$ cat config.mk
export PLATFORM = sky130hd
export DESIGN_NAME = debug_scan_port
export DESIGN_NICKNAME = d
export VERILOG_FILES = /design/src/rtl/debug_scan_port.sv
export SDC_FILE = /design/constraint.sdc
export NUM_CORES = 1
export LEC_CHECK = 0
export BUFFER_PORTS_ARGS = -buffer_cell sky130_fd_sc_hd__buf_4
export CORE_MARGIN = 2
export CORE_UTILIZATION = 45
export DETAILED_ROUTE_END_ITERATION = 6
export PLACE_DENSITY = 0.71
export SLEW_MARGIN = 20
export SYNTH_ARGS = -nofsm -noshare
export SYNTH_HDL_FRONTEND = slang
export SYNTH_SLANG_ARGS = --single-unit
$ cat constraint.sdc
create_clock -name clock -period 1.5 [get_ports clock]
set_input_delay 0.3 -clock clock [delete_from_list [all_inputs] [get_ports clock]]
set_output_delay 0.3 -clock clock [all_outputs]
set_load 0.005 [all_outputs]
$ cat src/rtl/debug_scan_port.sv
// Debug scan port: synchronises the external debug pins, shifts out a core-state snapshot and
// loads run/halt/step commands. Define DEBUG_SCAN_SEQ_EN to prefix each snapshot with a sequence byte.
module debug_scan_port #(
  parameter int unsigned STATE_WIDTH = 321,
  parameter int unsigned SYNC_STAGES = 2,
  parameter int unsigned CMD_WIDTH   = 8
) (
  input  logic                   clock,
  input  logic                   reset,
  input  logic [STATE_WIDTH-1:0] state_in,
  input  logic                   debug_clock,
  input  logic                   debug_strobe,
  input  logic                   debug_data_in,
  output logic                   debug_data,
  output logic                   core_enable,
  output logic [15:0]            capture_count
);

`ifdef DEBUG_SCAN_SEQ_EN
  localparam int unsigned SHIFT_W = STATE_WIDTH + 8;
`else
  localparam int unsigned SHIFT_W = STATE_WIDTH;
`endif
  localparam int unsigned CNT_W = $clog2(CMD_WIDTH + 1);
  localparam int unsigned CC_W  = 16;

  localparam logic [CMD_WIDTH-1:0] CMD_HALT = CMD_WIDTH'(1);
  localparam logic [CMD_WIDTH-1:0] CMD_RUN  = CMD_WIDTH'(2);
  localparam logic [CMD_WIDTH-1:0] CMD_STEP = CMD_WIDTH'(3);

  typedef enum logic [1:0] {
    ST_RUN  = 2'd0,
    ST_HALT = 2'd1,
    ST_STEP = 2'd2
  } state_e;

  logic [SYNC_STAGES-1:0] r_clk_sync;
  logic [SYNC_STAGES-1:0] r_stb_sync;
  logic [SYNC_STAGES-1:0] r_dat_sync;
  logic                   r_clk_prev;

  logic [SHIFT_W-1:0]     r_shift;
  logic [CMD_WIDTH-1:0]   r_cmd;
  logic [CNT_W-1:0]       r_bitcnt;
  logic [CC_W-1:0]        r_capture_count;
  logic                   r_pend_valid;
  logic [CMD_WIDTH-1:0]   r_pend_cmd;
  state_e                 r_state;
  logic                   r_core_enable;

  logic                   w_edge;
  logic                   w_capture;
  logic                   w_shift;
  logic                   w_commit;
  logic [CC_W-1:0]        w_cc_next;
  state_e                 w_state_next;
  logic                   w_consume;

  // Pin synchronisers plus previous-value flop for rising-edge detection of debug_clock
  always_ff @(posedge clock) begin
    if (reset) begin
      r_clk_sync <= '0;
      r_stb_sync <= '0;
      r_dat_sync <= '0;
      r_clk_prev <= 1'b0;
    end else begin
      r_clk_sync <= {r_clk_sync[SYNC_STAGES-2:0], debug_clock};
      r_stb_sync <= {r_stb_sync[SYNC_STAGES-2:0], debug_strobe};
      r_dat_sync <= {r_dat_sync[SYNC_STAGES-2:0], debug_data_in};
      r_clk_prev <= r_clk_sync[SYNC_STAGES-1];
    end
  end

  assign w_edge    = r_clk_sync[SYNC_STAGES-1] & ~r_clk_prev;
  assign w_capture = w_edge &  r_stb_sync[SYNC_STAGES-1];
  assign w_shift   = w_edge & ~r_stb_sync[SYNC_STAGES-1];
  assign w_commit  = w_capture && (r_bitcnt >= CNT_W'(CMD_WIDTH));
  assign w_cc_next = r_capture_count + CC_W'(1);

  // Snapshot/shift datapath and command word assembly
  always_ff @(posedge clock) begin
    if (reset) begin
      r_shift         <= '1;
      r_cmd           <= '0;
      r_bitcnt        <= '0;
      r_capture_count <= '0;
    end else if (w_capture) begin
`ifdef DEBUG_SCAN_SEQ_EN
      r_shift         <= {w_cc_next[7:0], state_in};
`else
      r_shift         <= state_in;
`endif
      r_capture_count <= w_cc_next;
      r_bitcnt        <= '0;
    end else if (w_shift) begin
      r_shift <= {r_shift[SHIFT_W-2:0], 1'b1};
      r_cmd   <= {r_cmd[CMD_WIDTH-2:0], r_dat_sync[SYNC_STAGES-1]};
      if (r_bitcnt < CNT_W'(CMD_WIDTH)) begin
        r_bitcnt <= r_bitcnt + CNT_W'(1);
      end
    end
  end

  // A committed command waits here until the FSM is in a state that can accept it
  always_ff @(posedge clock) begin
    if (reset) begin
      r_pend_valid <= 1'b0;
      r_pend_cmd   <= '0;
    end else if (w_commit) begin
      r_pend_valid <= 1'b1;
      r_pend_cmd   <= r_cmd;
    end else if (w_consume) begin
      r_pend_valid <= 1'b0;
    end
  end

  always_ff @(posedge clock) begin
    if (reset) begin
      r_state       <= ST_RUN;
      r_core_enable <= 1'b1;
    end else begin
      r_state       <= w_state_next;
      r_core_enable <= (w_state_next != ST_HALT);
    end
  end

  always_comb begin
    w_state_next = r_state;
    w_consume    = 1'b0;
    case (r_state)
      ST_RUN: begin
        if (r_pend_valid) begin
          w_consume = 1'b1;
          if (r_pend_cmd == CMD_HALT || r_pend_cmd == CMD_STEP) begin
            w_state_next = ST_HALT;
          end
        end
      end
      ST_HALT: begin
        if (r_pend_valid) begin
          w_consume = 1'b1;
          if (r_pend_cmd == CMD_RUN) begin
            w_state_next = ST_RUN;
          end else if (r_pend_cmd == CMD_STEP) begin
            w_state_next = ST_STEP;
          end
        end
      end
      ST_STEP: w_state_next = ST_HALT;
      default: w_state_next = ST_RUN;
    endcase
  end

  assign debug_data    = r_shift[SHIFT_W-1];
  assign core_enable   = r_core_enable;
  assign capture_count = r_capture_count;

endmodule
==> results_dict.tcl <==
set metrics [dict create \
    status "finished, violations left" \
    failed_checks "negative setup slack" \
    rows 69 \
    clk_latency_ns 0.53 \
    finClkSkew_ns 0.0160 \
    numCtsBuffers 41 \
    grt_max_degree 59 \
    power.total_w 0.0233 \
    antenna_cells 0 \
    finalSetupViolCount 17 \
    worstPathMaxFanout 3 \
    met3WireLength_um 3740 \
    critPathRequiredTime_ns 1.89 \
    final_util 0.648 \
    ios 344 \
    synth-warning-count 0 \
    dr.pass1.iters 5 \
    worstPathArrival_ns 1.95 \
    rsz0062_at_grt "yes" \
    dieHeight_um 193 \
    crit_type "reg -> reg" \
    wl_met1_um 19700 \
    top_layer "met4" \
    cts_sinks 368 \
    final_common_cell "buf_4" \
    hold_violations 0 \
    grt_pass1_wl_um 62500 \
    drc 0 \
    clockRootBuffer "clkbuf_16" \
    clk_pin_slew_worst_paths_ns 0.06 \
    maxCapViolations 0 \
    synthFlopType "dfxtp_1" \
    worst_pin_slew_ns 0.463 \
    synth_cells 1639 \
    design.die.area_sq_mm 0.0373 \
    slew_headroom 0.692 \
    synth.avg_cell_area_sq_um 9.81 \
    grt_util_all_layers 0.206 \
    synth_area_sq_mm 0.0161 \
    die_x_um 193 \
    critPathCaptureType "flip-flop" \
    start_util 0.454 \
    port_buffers 343 \
    num_vias 14000 \
    period_share 1.04 \
    antenna_found_initial 0 \
    synthArstFlopShare 0 \
    fin_ws_ns -0.0565 \
    gp_congestion 0.818 \
    hp-class "in -> reg" \
    post_drt_wl_per_cell_um 18.4 \
    leakagePower_nw 9.68 \
    met2_length_um 22200 \
    htreeDepth 2 \
    tritoncts "done" \
    fmax_mhz 642 \
    final_max_slew_viol_count 0 \
    final_cell_mix "buf_4, dfxtp_1, nor2_1" \
    synth-edff-count 0 \
    start_kind "flip-flop" \
    grt_pass1_vias 12600 \
    vias_per_cell 5.51 \
    area_growth_pct 42.7 \
    post-route-min-period_ns 1.56 \
    core_area_sq_mm 0.0354 \
    drtIter0Drc 671 \
    grt.overflow.total 0 \
    p_per_area_mw_per_mm2 1020 \
    ys_ff_latch 368 \
    ir_drop_mv 1.18 \
    yosysSeqAreaShare 0.458 \
    clock_path_buffers 3 \
    drive_above_1_share 0.299 \
    ys_types 41 \
    antenna_left 0 \
    hpwl_um 28600 \
    routed_wl_um 46600 \
    nets 2374 \
    mappedNetlistNets 1968 \
]
==> power breakdown <==
| part | switching [W] | internal (W) |
|---|---|---|
| logic | 0.00127 | 0.00180 |
| clock network | 0.00390 | 0.00586 |
| registers | 0.000264 | 0.0102 |
==> worst paths after layout <==
kind,slack (ns),depth (start not counted),end,start
worst max-delay path,-0.06,4,core_enable$_SDFF_PP1_,r_pend_cmd[3]$_SDFFE_PP0P_
worst min-delay path,0.02,3,r_shift[0]$_SDFFE_PP1P_,state_in[0]
worst max register to register,-0.06,4,core_enable$_SDFF_PP1_,r_pend_cmd[3]$_SDFFE_PP0P_
worst min register to register,0.44,2,r_cmd[0]$_SDFFE_PP0P_,r_dat_sync[1]$_SDFF_PP0_
==> layer usage <==
metal / GRT usage / vias up
met1: 0.265 / 6693
li1: - / 6757
met2: 0.338 / 429
met4: 0.0551 / 0
met3: 0.0606 / 78
met5: 0 / -
==> metrics by stage <==
stage	setup TNS, ns	area [sq um]	cells	setup WS [ns]	hold slack, ns
2_1_floorplan	-12.95	16100	1639	-0.0534	0.414
3_3_place_gp	-0.131	19700	2384	-0.0241	0.418
3_5_place_dp	-2.93	19700	2384	-0.0997	0.429
4_1_cts	-1.46	21400	2468	-0.0680	0.0126
5_1_grt	-4.52	23000	2535	-0.121	0.0166
6_report	-0.478	23000	2535	-0.0565	0.0247
==> cell type report <==
| type | count | area [sq um] |
|---|---|---|
| tap | 461 | 577 |
| inverter | 3 | 11.3 |
| clock buffer | 64 | 1280 |
| sequential | 368 | 7380 |
| fill | 2773 | 12400 |
| timing repair buffer | 517 | 5400 |
| multi-input combinational | 1114 | 8250 |
| clock inverter | 8 | 48.8 |
==> flip-flops by register name, summed over array words and instances (netlist names) <==
signal,cells
capture_count,16
r_dat_sync,2
r_stb_sync,2
r_state,2
r_shift,321
r_pend_valid,1
r_clk_prev,1
r_cmd,8
r_pend_cmd,8
core_enable,1
r_bitcnt,4
r_clk_sync,2
==> repair_timing <==
item / CTS / global route
resized for setup: 34 / 87
hold buffers: 3 / 0
setup buffers: 6 / 19
pin swaps: 17 / 164
gates cloned: 3 / 49
setup endpoints to repair: 150 / 278
endpoints found under the hold margin: 3 / 0
==> synth_stat cells, types with 2 or more instances <==
master	n	area (sq um)
or3_1	3	18.8
nand4_1	6	37.5
mux2i_1	320	3200
nor2_1	334	1250
clkbuf_1	97	364
and3_1	4	25.0
nor3_1	3	15.0
or4_1	2	15.0
xnor2_1	4	35.0
nand3_1	9	45.0
dfxtp_1	368	7370
buf_1	15	56.3
buf_2	40	200
nor2b_1	8	50.1
nand2_1	40	150
a211o_1	320	2800
ha_1	3	37.5
a21oi_1	26	130
nor4_1	2	12.5
and2_1	2	12.5
o21ai_1	5	25.0
xor2_1	7	61.3
inv_1	3	11.3
==> logic make-up after synthesis <==
logic type / count (synthesis) / share of synthesized area
simple gates: 423 / 0.107
flops: 368 / 0.458
compound gates: 357 / 0.187
mux: 320 / 0.199
buf+inv: 157 / 0.0405
xor+xnor: 11 / 0.00599
fa+ha+maj: 3 / 0.00233
==> critical path, cell delays in order (launching register included) <==
cell      delay, ns
dfxtp_2        0.32
or4_4          0.54
nor4b_4        0.30
and2_4         0.19
o311ai_1       0.08
Note: power is estimated with default switching activity, not from simulation.
